### src/rtl/csr_scan_seq_pkg.sv
// Shared op-codes and state encoding for the CSR scan-chain sequencer.
package csr_scan_seq_pkg;

  localparam logic [1:0] OP_SHIFT = 2'b00;
  localparam logic [1:0] OP_RUN   = 2'b01;
  localparam logic [1:0] OP_HALT  = 2'b10;
  localparam logic [1:0] OP_STEP  = 2'b11;

  typedef enum logic [1:0] {
    ST_HALTED  = 2'd0,
    ST_SHIFT   = 2'd1,
    ST_RUNNING = 2'd2,
    ST_STEP    = 2'd3
  } seq_state_t;

endpackage

### src/rtl/scan_byte_serdes.sv
// Byte-wide serialiser/deserialiser between the host handshakes and the scan chain.
// Input byte goes out LSB first; displaced chain bits are gathered into the output byte.
module scan_byte_serdes #(
  parameter int WIDTH = 8
) (
  input  logic             clk,
  input  logic             rst,
  input  logic             accept_en,
  input  logic             shift_ok,
  input  logic [WIDTH-1:0] din,
  input  logic             din_valid,
  output logic             din_ready,
  output logic [WIDTH-1:0] dout,
  output logic             dout_valid,
  input  logic             dout_ready,
  output logic             scan_in,
  input  logic             scan_out,
  output logic             in_full
);

  localparam int IDX_W = $clog2(WIDTH);

  logic [WIDTH-1:0] in_buf;
  logic [WIDTH-1:0] out_buf;
  logic [WIDTH-1:0] out_next;
  logic [IDX_W-1:0] bit_idx;
  logic             last_bit;

  assign last_bit  = (bit_idx == IDX_W'(WIDTH - 1));
  // The next byte may land in the same cycle the current byte's last bit leaves.
  assign din_ready = accept_en & (~in_full | (shift_ok & last_bit));
  assign scan_in   = shift_ok & in_buf[bit_idx];

  // NOTE: every variable assigned in always_comb gets a default first, so no latch is inferred.
  always_comb begin
    out_next          = out_buf;
    out_next[bit_idx] = scan_out;
  end

  // NOTE: the data buffers are reset too; they are a handful of flops and dout must read 0 after reset.
  always_ff @(posedge clk) begin
    if (rst) begin
      in_buf     <= '0;
      out_buf    <= '0;
      bit_idx    <= '0;
      in_full    <= 1'b0;
      dout       <= '0;
      dout_valid <= 1'b0;
    end else begin
      // NOTE: non-blocking assignments so every flop samples pre-edge values.
      if (dout_valid && dout_ready) dout_valid <= 1'b0;
      if (shift_ok) begin
        out_buf <= out_next;
        if (last_bit) begin
          bit_idx    <= '0;
          in_full    <= 1'b0;
          dout       <= out_next;
          dout_valid <= 1'b1;
        end else begin
          bit_idx <= bit_idx + IDX_W'(1);
        end
      end
      if (din_valid && din_ready) begin
        in_buf  <= din;
        in_full <= 1'b1;
      end
    end
  end

endmodule

### src/rtl/csr_scan_sequencer.sv
// CSR scan-chain sequencer: run/halt gating of the core plus byte-wise chain shifting.
// Optional single-step command built when CSR_SCAN_SEQ_STEP_EN is defined.
module csr_scan_sequencer
  import csr_scan_seq_pkg::*;
#(
  parameter int WIDTH    = 8,
  parameter int NUM_REGS = 8
) (
  input  logic             clk,
  input  logic             rst,
  input  logic             cmd_valid,
  output logic             cmd_ready,
  input  logic [1:0]       cmd_op,
  output logic             cmd_error,
  input  logic [WIDTH-1:0] din,
  input  logic             din_valid,
  output logic             din_ready,
  output logic [WIDTH-1:0] dout,
  output logic             dout_valid,
  input  logic             dout_ready,
  output logic             scan_enable,
  output logic             scan_in,
  input  logic             scan_out,
  output logic             processor_enable,
  output logic             shift_done
);

  localparam int CHAIN_LEN = WIDTH * NUM_REGS;
  localparam int CNT_W     = $clog2(CHAIN_LEN + 1);

  seq_state_t       state, state_next;
  logic [CNT_W-1:0] bit_cnt;
  logic             cmd_fire, chain_full, in_full, shift_ok, accept_en;
  logic             err_next, done_next;

  assign cmd_fire   = cmd_valid & cmd_ready;
  assign chain_full = (bit_cnt == CNT_W'(CHAIN_LEN));
  assign shift_ok   = (state == ST_SHIFT) & in_full & ~dout_valid;
  // Stop taking bytes once the bytes already committed cover the whole chain.
  assign accept_en  = (state == ST_SHIFT) &
                      (in_full ? ((bit_cnt + CNT_W'(1)) < CNT_W'(CHAIN_LEN)) : ~chain_full);

  assign cmd_ready        = (state == ST_HALTED) | (state == ST_RUNNING);
  assign scan_enable      = shift_ok;
  assign processor_enable = (state == ST_RUNNING) | (state == ST_STEP);

  always_comb begin
    state_next = state;
    err_next   = 1'b0;
    done_next  = 1'b0;
    unique case (state)
      ST_HALTED: if (cmd_fire) begin
        unique case (cmd_op)
          OP_SHIFT: state_next = ST_SHIFT;
          OP_RUN:   state_next = ST_RUNNING;
          OP_HALT:  state_next = ST_HALTED;
`ifdef CSR_SCAN_SEQ_STEP_EN
          OP_STEP:  state_next = ST_STEP;
`else
          OP_STEP:  err_next   = 1'b1;
`endif
        endcase
      end
      ST_RUNNING: if (cmd_fire) begin
        unique case (cmd_op)
          OP_RUN:  state_next = ST_RUNNING;
          OP_HALT: state_next = ST_HALTED;
          default: err_next   = 1'b1;
        endcase
      end
      ST_SHIFT: if (chain_full && dout_valid && dout_ready) begin
        state_next = ST_HALTED;
        done_next  = 1'b1;
      end
`ifdef CSR_SCAN_SEQ_STEP_EN
      ST_STEP: state_next = ST_HALTED;
`endif
      default: state_next = ST_HALTED;
    endcase
  end

  always_ff @(posedge clk) begin
    if (rst) begin
      state      <= ST_HALTED;
      bit_cnt    <= '0;
      cmd_error  <= 1'b0;
      shift_done <= 1'b0;
    end else begin
      state      <= state_next;
      cmd_error  <= err_next;
      shift_done <= done_next;
      if (done_next)     bit_cnt <= '0;
      else if (shift_ok) bit_cnt <= bit_cnt + CNT_W'(1);
    end
  end

  scan_byte_serdes #(.WIDTH(WIDTH)) u_serdes (
    .clk        (clk),
    .rst        (rst),
    .accept_en  (accept_en),
    .shift_ok   (shift_ok),
    .din        (din),
    .din_valid  (din_valid),
    .din_ready  (din_ready),
    .dout       (dout),
    .dout_valid (dout_valid),
    .dout_ready (dout_ready),
    .scan_in    (scan_in),
    .scan_out   (scan_out),
    .in_full    (in_full)
  );

endmodule

### config.mk
export PLATFORM = sky130hd
export DESIGN_NAME = csr_scan_sequencer
export DESIGN_NICKNAME = d
export VERILOG_FILES = /design/src/rtl/csr_scan_seq_pkg.sv /design/src/rtl/scan_byte_serdes.sv /design/src/rtl/csr_scan_sequencer.sv
export SDC_FILE = /design/constraint.sdc
export NUM_CORES = 1
export LEC_CHECK = 0
export CORE_UTILIZATION = 59
export CTS_CLUSTER_SIZE = 24
export DETAILED_ROUTE_END_ITERATION = 10
export DONT_BUFFER_PORTS = 1
export PLACE_DENSITY = 0.75
export REMOVE_ABC_BUFFERS = 1
export SYNTH_ARGS = -nofsm -noshare
export SYNTH_HDL_FRONTEND = slang
export SYNTH_HIERARCHICAL = 1
export SYNTH_SLANG_ARGS = --single-unit
### constraint.sdc
create_clock -name clk -period 2.7 [get_ports clk]
set_input_delay 0.135 -clock clk [delete_from_list [all_inputs] [get_ports clk]]
set_output_delay 0.135 -clock clk [all_outputs]
set_load 0.005 [all_outputs]
== Word-level counts from Yosys, hierarchy flattened ==
Index checks and enable logic that the tools add are counted.

* Flip-flop bits (word level): 40
* Bits of input ports: 16
* Output and inout bits: 16
* Word-level logic and storage cells: 81

* Add/subtract/negate cells: 2
* Magnitude comparators: 3
* Equality and inequality tests: 13
* Muxes and demuxes: 26
* Bitwise operators: 13
* Reduce and logical (&&, ||, !) cells: 14

{| class="wikitable"
|+ Operators by type and width
! kind !! count
|-
| $mux W1 || 15
|-
| $pmux W2 S3 || 2
|-
| $bwmux W8 || 1
|-
| $eq A2 B2 Y1 const B || 4
|-
| $add A7 B1 Y7 const B || 1
|-
| $and A1 B1 Y1 || 7
|-
| $eq A7 B7 Y1 const B || 1
|-
| $lt A7 B7 Y1 const B || 1
|-
| $mux W2 || 3
|-
| $logic_and A1 B1 Y1 || 5
|-
| $reduce_and A5 Y1 || 1
|-
| $eq A2 B1 Y1 const B || 2
|-
| $logic_not A2 Y1 || 2
|-
| $lt A3 B4 Y1 const B || 1
|-
| $ne A2 B2 Y1 const B || 2
|-
| $ne A4 B1 Y1 const B || 1
|-
| $pmux W2 S2 || 1
|-
| $reduce_and A2 Y1 || 2
|-
| $reduce_bool A2 Y1 || 2
|-
| $reduce_or A2 Y1 || 2
|-
| $add A3 B1 Y3 const B || 1
|-
| $bmux W1 S3 || 1
|-
| $demux W1 S3 || 1
|-
| $eq A3 B3 Y1 const B || 1
|-
| 7 further kinds || 11
|}

== Depth between registers and ports, before layout ==
Gate-level depths: netlist of the first run.

* Depth after elaboration: 9
* Mapped depth: 8
* Mapped depth without buffers: 8

== Cells and area by module ==
The synthesis of the first run kept the hierarchy.

{| class="wikitable"
|+ Modules (own cells, without submodules)
! module !! times used !! cells each !! area each (sq um) !! sequential area each (sq um)
|-
| scan_byte_serdes || 1 || 148 || 1505.2 || 580.6
|-
| csr_scan_sequencer || 1 || 75 || 649.4 || 220.2
|}

== Least setup slack after synthesis of the first run ==
OpenSTA, ideal clock, no wires.

* Kind: register to register
* Start point: register bit_cnt[0]
* End point: register u_serdes.in_buf[0]
* Setup time: 0.072 ns
* Arrival: 1.839 ns
* Required time: 2.628 ns
* Setup slack: 0.789 ns
* Stages on the path, launching flop included: 8
* Buffers on the path: 0
* Period minus slack after synthesis: 1.911 ns
* Path through: dfxtp_1 ha_1 nand3_1 or4_1 o211ai_1 nand2_1 a21oi_4 mux2i_1

* Longest elaborated chain between the ends: 6
* Elaborated cells between the ends (all ways): 8
* Those cells by class: add/sub: 1; order compare: 1; eq/ne: 1; mux: 1; bitwise: 3; reduce/logical: 1

{| class="wikitable"
|+ Ends and longest elaborated chain
! what !! line !! source
|-
| start, declared || csr_scan_sequencer.sv:32 || <nowiki>logic [CNT_W-1:0] bit_cnt;</nowiki>
|-
| start signal, assigned || csr_scan_sequencer.sv:93 || <nowiki>else if (shift_ok) bit_cnt <= bit_cnt + CNT_W'(1);</nowiki>
|-
| $add A7 B1 Y7 / $eq A7 B7 Y1 (equally long branches) || csr_scan_sequencer.sv:41, csr_scan_sequencer.sv:37 ||
|-
| $lt A7 B7 Y1 / $not A1 Y1 (equally long branches) || csr_scan_sequencer.sv:41 || <nowiki>(in_full ? ((bit_cnt + CNT_W'(1)) < CNT_W'(CHAIN_LEN)) : ~chain_full);</nowiki>
|-
| $mux W1 (*) || csr_scan_sequencer.sv:41 ||
|-
| $and A1 B1 Y1 (*) || csr_scan_sequencer.sv:40 || <nowiki>assign accept_en = (state == ST_SHIFT) &</nowiki>
|-
| via accept_en || csr_scan_sequencer.sv:33 || <nowiki>logic cmd_fire, chain_full, in_full, shift_ok, accept_en;</nowiki>
|-
| $and A1 B1 Y1 (*) || scan_byte_serdes.sv:31 || <nowiki>assign din_ready = accept_en & (~in_full | (shift_ok & last_bit));</nowiki>
|-
| $logic_and A1 B1 Y1 (*) || scan_byte_serdes.sv:63 || <nowiki>if (din_valid && din_ready) begin</nowiki>
|-
| end signal, assigned || scan_byte_serdes.sv:64 || <nowiki>in_buf <= din;</nowiki>
|-
| end, declared || scan_byte_serdes.sv:23 || <nowiki>logic [WIDTH-1:0] in_buf;</nowiki>
|}

The timed path passes the listed nets; every way through them passes the cells marked *.
A chain may end at the register's enable or synchronous reset.

== Worst setup path after layout of the first run ==
* Start point: register state[1]
* End point: register u_serdes.out_buf[4]

* Longest elaborated chain between the ends: 3

{| class="wikitable"
|+ Ends and longest elaborated chain
! what !! line !! source
|-
| start, declared || csr_scan_sequencer.sv:31 || <nowiki>seq_state_t state, state_next;</nowiki>
|-
| start signal, assigned || csr_scan_sequencer.sv:89 || <nowiki>state <= state_next;</nowiki>
|-
| $eq A2 B1 Y1 || csr_scan_sequencer.sv:38 || <nowiki>assign shift_ok = (state == ST_SHIFT) & in_full & ~dout_valid;</nowiki>
|-
| $and A1 B1 Y1 (2 in series) || csr_scan_sequencer.sv:38 ||
|-
| via scan_enable || csr_scan_sequencer.sv:21 || <nowiki>output logic scan_enable,</nowiki>
|-
| end signal, assigned || scan_byte_serdes.sv:53 || <nowiki>out_buf <= out_next;</nowiki>
|-
| end, declared || scan_byte_serdes.sv:24 || <nowiki>logic [WIDTH-1:0] out_buf;</nowiki>
|}

The timed path passes the listed nets, and every way through them passes these cells.

==> results of run 1 <==
stage by stage:
stage	cell area (um^2)	setup WS, ps
2_1_floorplan	2050	765
3_3_place_gp	2140	684
3_5_place_dp	2140	603
4_1_cts	2360	299
5_1_grt	2380	134
6_report	2380	303
path summary, 6_finish.rpt:
| path | from | end | slack, ps |
|---|---|---|---|
| min reg2reg | u_serdes/in_buf[4] | u_serdes/in_buf[4] | 480 |
| max reg2reg | state[1] | u_serdes/out_buf[4] | 300 |
| min | scan_out | u_serdes/dout[3] | 30 |
| max | state[1] | u_serdes/out_buf[4] | 300 |
layout make-up:
cell class | instances | area, um^2 | share of cell area
multi-input combinational | 157 | 1210 | 0.511
sequential | 40 | 801 | 0.337
timing repair buffer | 19 | 190 | 0.0800
tap | 46 | 57.6 | 0.0242
clock buffer | 6 | 41.3 | 0.0174
inverter | 10 | 37.5 | 0.0158
clock inverter | 2 | 35.0 | 0.0147
layer usage:
| layer | part of all wire | vias to the layer above | routed length, um | global-route usage |
|---|---|---|---|---|
| li1 | - | 813 | - | - |
| met1 | 0.46 | 732 | 1810 | 0.244 |
| met2 | 0.51 | 23 | 2010 | 0.405 |
| met3 | 0.027 | 5 | 106 | 0.0748 |
| met4 | 0.011 | 0 | 44 | 0.0640 |
| met5 | 0 | - | 0 | 0 |
critical path: cells and delay by family, from the launching register on:
family	cells	cell delay (ps)
buffers and inverters	4	1200
AND/OR/NAND/NOR	3	510
flip-flops	1	410
multiplexers	1	190
registers in the layout, indices dropped and copies added, names as in the netlist:
name	count
bit_cnt	7
u_serdes/out_buf	8
u_serdes/dout_valid	1
state	2
cmd_error	1
shift_done	1
u_serdes/in_buf	8
u_serdes/in_full	1
u_serdes/bit_idx	3
u_serdes/dout	8
kinds of logic after synthesis:
kind of cell | count (synthesis)
flops | 40
compound gates | 33
buf+inv | 26
fa+ha+maj | 8
simple gates | 85
mux | 31
power by group through the flow:
stage | Sequential, mW | Clock, mW | Combinational [mW]
6_report | 0.599 | 0.381 | 0.0617
5_1_grt | 0.600 | 0.419 | 0.0667
4_1_cts | 0.599 | 0.393 | 0.0575
3_5_place_dp | 0.612 | 0 | 0.0323
3_3_place_gp | 0.612 | 0 | 0.0305
2_1_floorplan | 0.611 | 0 | 0.0274
synthesized netlist by cell type, types with 4 or more instances:
cell type	count	share of area
nand3_1	4	0.0093
dfxtp_1	40	0.37
inv_1	10	0.017
nand4b_1	4	0.016
a211oi_1	8	0.028
o21ai_0	5	0.012
ha_1	8	0.046
clkbuf_1	4	0.0070
nor2_1	21	0.037
buf_2	6	0.014
nand2b_1	18	0.052
mux2i_1	29	0.13
nand2_1	10	0.017
a21oi_1	9	0.021
timing repair:
action,4_1_cts,5_1_grt
endpoints found under the setup margin,0,0
resized for setup,0,0
hold endpoints to repair,33,3
hold buffers,13,2
==> out/metrics.cfg, run 1 <==
[synth]
synthArstFlopShare = 0
synth-main-ff-cell = dfxtp_1
synth_top_family_by_area = simple AND/OR/NAND/NOR gates
synth_cells = 223
netlist_area_um2 = 2150
synth-adder-area-share = 0.0465
muxShareOfSynthArea = 0.152
synth-xor-area-share = 0
ys.warnings.count = 6
synth_edf_count = 0
synth_cell_types = 43
synthSimpleGateAreaFrac = 0.253
avgSynthCellArea_um2 = 9.66
ys_ff_latch = 40
synth_compound_area_frac = 0.112
ys_seq_area_frac = 0.372

[placed_design]
place_inst = 257
portBuffers = 0
dpl.hpwl_mm = 2.51
gp_congestion = 0.783

[setup_path]
ff2ff_path_depth = 8
endpoint_kind = register
path_max_fanout = 13
crit_chain = nand4bb_1 -> buf_4 -> inv_1 -> buf_4 -> and4bb_2 -> mux2i_1 -> nor2_1 -> dlygate4sd3_1
crit_path_frequent_cell = buf_4
cp.arrival_ps = 2640
start_kind = register
cp_slowest_cell = dlygate4sd3_1
critPathRequiredTime_ps = 2940
crit_type = reg -> reg
max_stage_delay_ps = 550

[floorplan]
coreArea_um2 = 3420
boundaryPins = 32
rows = 21
dieWidth_um = 62.4
initial_utilization = 0.631
die_y_um = 62.4
dieArea_um2 = 3900

[clock_network]
cts.sinks = 40
path_clk_slew_ps = 110
cts_buffers = 5
cts_root_buf = clkbuf_4
cts.path.max_buffers = 2
post-cts-setup-buffer-count = 0
htree_levels = 2
cts_tree = yes
clk-insertion-delay-late_ps = 340

[global_routing]
antenna_found_initial = 0
grt_pass1_vias = 1583
grt_max_degree = 42
grt_overflow = 0
track_usage = 0.223
grt_pass1_wl_mm = 6.82

[detailed_routing]
vias = 1573
wl_per_cell_um = 14.2
drc = 0
ant_nets = 0
first_pass_iters = 4
vias_per_cell = 5.62
finalWirelength_mm = 3.97
drt-initial-drc-count = 140

[layout]
syn2layout_area_growth_pct = 10.3
instances_no_fill = 280
layout_commonest_cell = dfxtp_1
utilization = 0.696
drive_above_1_share = 0.111
layout_common_cells = 40 x dfxtp_1, 29 x mux2i_1, 21 x nor2_1, 18 x nand2b_1, 14 x dlygate4sd3_1
diodes = 0
nets = 257
nFillCells = 272

[hold_path]
worstHoldPathCells = 2
holdCritPathClass = in -> reg

[power_and_ir_drop]
p_sw_frac = 0.212
leakagePower_nw = 0.876
p_clk_frac = 0.366
fin_total_pwr_mw = 1.04
combinationalPowerShare = 0.059
p_seq_frac = 0.575
p_int_mw = 0.821
p_sw_mw = 0.220
powerDensity_nw_per_um2 = 438
ir_drop_mv = 0.333

[timing]
whs_ps = 27.6
fin_tns_setup_ps = 0
finalSetupViolations = 0
slew_viol_final = 0
rsz0062_at_grt = false
fmax_mhz = 417
post-route-period-util = 0.888
tightest_slew_ps = 710
relSlewSlack = 0.526
finalHoldViolations = 0
fin_skew_ps = 7.94
period_needed_ps = 2400

[run]
maxCapViolations = 0

[outcome]
status = finished, final reports clean

No activity file was read; power rests on OpenSTA's default activity.
==> run 2, diff against run 1 <==
--- a/config.mk
+++ b/config.mk
@@ -5,6 +5,7 @@
 export SDC_FILE = /design/constraint.sdc
 export NUM_CORES = 1
 export LEC_CHECK = 0
+export CORE_MARGIN = 3
 export CORE_UTILIZATION = 59
 export CTS_CLUSTER_SIZE = 24
 export DETAILED_ROUTE_END_ITERATION = 10
==> constraint.sdc (replaced) <==
create_clock -name clk -period 2.8 [get_ports clk]
set_input_delay 0.14 -clock clk [delete_from_list [all_inputs] [get_ports clk]]
set_output_delay 0.14 -clock clk [all_outputs]
set_load 0.005 [all_outputs]
==> run 2 against run 1 <==
Effect of this change: via count is 4.8% higher; critical path depth did not move; first-iteration DRC count decreased by 27%; fmax fell by 3.5%; critical endpoint unchanged.
==> out/metrics.cfg, run 2 (synthesized netlist as in run 1, its figures left out) <==
[setup_path]
max_stage_delay_ps = 550  ; about the same
r2r-start = state[1]
ff2ff_path_depth = 8  ; unchanged
crit_path_frequent_cell = buf_4
start_kind = register
critPathRequiredTime_ps = 3050  ; +110 ps
path_max_fanout = 13  ; unchanged
crit_chain = nand4bb_1 -> buf_4 -> inv_1 -> buf_4 -> and4bb_2 -> mux2i_1 -> nor2_1 -> dlygate4sd3_1
cp.arrival_ps = 2740  ; +100 ps
cp_slowest_cell = dlygate4sd3_1
startpoint = state[1]
endpoint_kind = register
crit_type = reg -> reg
reg2reg_slack_ps = 320  ; about the same

[layout]
post-route-cell-area_um2 = 2360  ; -0.68%
drive_above_1_share = 0.109  ; -0.00242
layout_common_cells = 40 x dfxtp_1, 29 x mux2i_1, 21 x nor2_1, 18 x nand2b_1, 12 x dlygate4sd3_1
diodes = 0  ; unchanged
syn2layout_area_growth_pct = 9.58
nets = 253  ; -1.6%
reg_top3 = u_serdes/dout: 8 flops, u_serdes/in_buf: 8 flops, u_serdes/out_buf: 8 flops
nFillCells = 269  ; -1.1%
layout_commonest_cell = dfxtp_1

[placed_design]
gp_congestion = 0.718  ; -8.3%
dpl.hpwl_mm = 2.78  ; +11%
placed_area_um2 = 2130  ; -0.70%
portBuffers = 0  ; unchanged
post-place-ws_ps = 588  ; -15.2 ps

[clock_network]
path_clk_slew_ps = 120  ; about the same
clk-insertion-delay-late_ps = 350  ; about the same
cts_buffers = 5  ; unchanged
cts_root_buf = clkbuf_4
cts.sinks = 40  ; unchanged
cts.path.max_buffers = 2  ; unchanged
htree_levels = 2  ; unchanged
cts_tree = yes
post-cts-setup-buffer-count = 0  ; unchanged

[floorplan]
rows = 21  ; unchanged
die_y_um = 66.4  ; +6.4%
initial_utilization = 0.631  ; unchanged
boundaryPins = 32  ; unchanged
dieWidth_um = 66.4  ; +6.4%
dieArea_um2 = 4410  ; +13%
coreArea_um2 = 3420  ; unchanged

[detailed_routing]
vias_per_cell = 5.97  ; +6.3%
wl_per_cell_um = 15.7  ; +11%
first_pass_iters = 4  ; unchanged
route.met3.wl_um = 225  ; +110%
routed.top_layer = met4
drc = 0  ; unchanged
dr_wl_met2_mm = 2.22  ; +11%
drt-initial-drc-count = 102  ; -27%
finalWirelength_mm = 4.33  ; +9.0%
vias = 1648  ; +4.8%
ant_nets = 0  ; unchanged
met1_length_mm = 1.82  ; +0.44%

[timing]
fmax_mhz = 402  ; -3.5%
finalHoldViolations = 0  ; unchanged
whs_ps = 18.0  ; -9.62 ps
fin_skew_ps = 8.72  ; +0.784 ps
tightest_slew_ps = 780  ; +69.9 ps
period_needed_ps = 2480  ; +87.6 ps
rsz0062_at_grt = false
relSlewSlack = 0.479  ; -0.0466
fin_tns_setup_ps = 0  ; unchanged
post-route-period-util = 0.887  ; about the same
slew_viol_final = 0  ; unchanged
setup_ws_ps = 315  ; +12.4 ps
finalSetupViolations = 0  ; unchanged

[power_and_ir_drop]
leakagePower_nw = 0.866  ; -1.1%
ir_drop_mv = 0.336  ; +0.90%
powerDensity_nw_per_um2 = 449  ; +2.6%

[global_routing]
grt_overflow = 0  ; unchanged
grt_max_degree = 42  ; unchanged
grt_pass1_wl_mm = 7.13  ; +4.4%
track_usage = 0.213  ; -0.00983
grt_pass1_vias = 1549  ; -2.1%
antenna_found_initial = 0  ; unchanged

[run]
maxCapViolations = 0  ; unchanged

[outcome]
status = finished, final reports clean

[hold_path]
worstHoldPathCells = 2  ; unchanged
holdCritPathClass = in -> reg
hold_path.startpoint = scan_out

run 2: changes by cell type in the layout (fill, tap and decap cells not counted), sizes merged:
cell and change:
buf -2, clkinv -1, clkbuf +1, dlygate4sd3 -2
run 2: area by class of cell:
class / instances / area [um^2] / share of cell area
clock inverters: 1 / 30.0 / 0.0127
well taps: 46 / 57.6 / 0.0244
repair buffers: 15 / 155 / 0.0657
flip-flops and latches: 40 / 801 / 0.339
inverters: 10 / 37.5 / 0.0159
clock buffers: 7 / 65.1 / 0.0276
multi-input cells: 157 / 1210 / 0.515
run 2: metal layers:
layer,track usage,up-vias
met2,0.366,30
met5,0,-
met4,0.0761,0
li1,-,806
met3,0.0646,5
met1,0.249,807
run 2: worst max-delay path, delay by kind of cell, from the launching register on:
family	cells	cell delay [ps]
and+or+nand+nor	3	540
buffers and inverters	4	1160
DFF	1	420
muxes	1	260
run 2: worst paths after layout:
kind | end
setup / recovery | u_serdes/out_buf[4]
hold / removal | u_serdes/dout[7]
setup reg to reg | u_serdes/out_buf[4]
hold reg to reg | u_serdes/in_buf[2]
run 2: report_power, final:
group	total [mW]	leakage (nW)	switching, mW	internal [mW]
registers	0.578	0.322	0.00481	0.573
clock network	0.427	0.0515	0.190	0.237
logic	0.0564	0.492	0.0267	0.0297
total	1.06	0.866	0.222	0.840
run 2: repair_timing:
item                      in CTS  in global routing
gates resized for setup        0                  0
hold endpoints to repair      33                  0
hold buffers                  13                  0
run 2: through the flow:
step                cells   util  power, mW
detailed placement    255  0.622      0.622
floorplan             207      -      0.616
global placement      255  0.622      0.619
CTS                   276  0.691       1.07
finish                276  0.691       1.06
global route          276  0.691       1.09
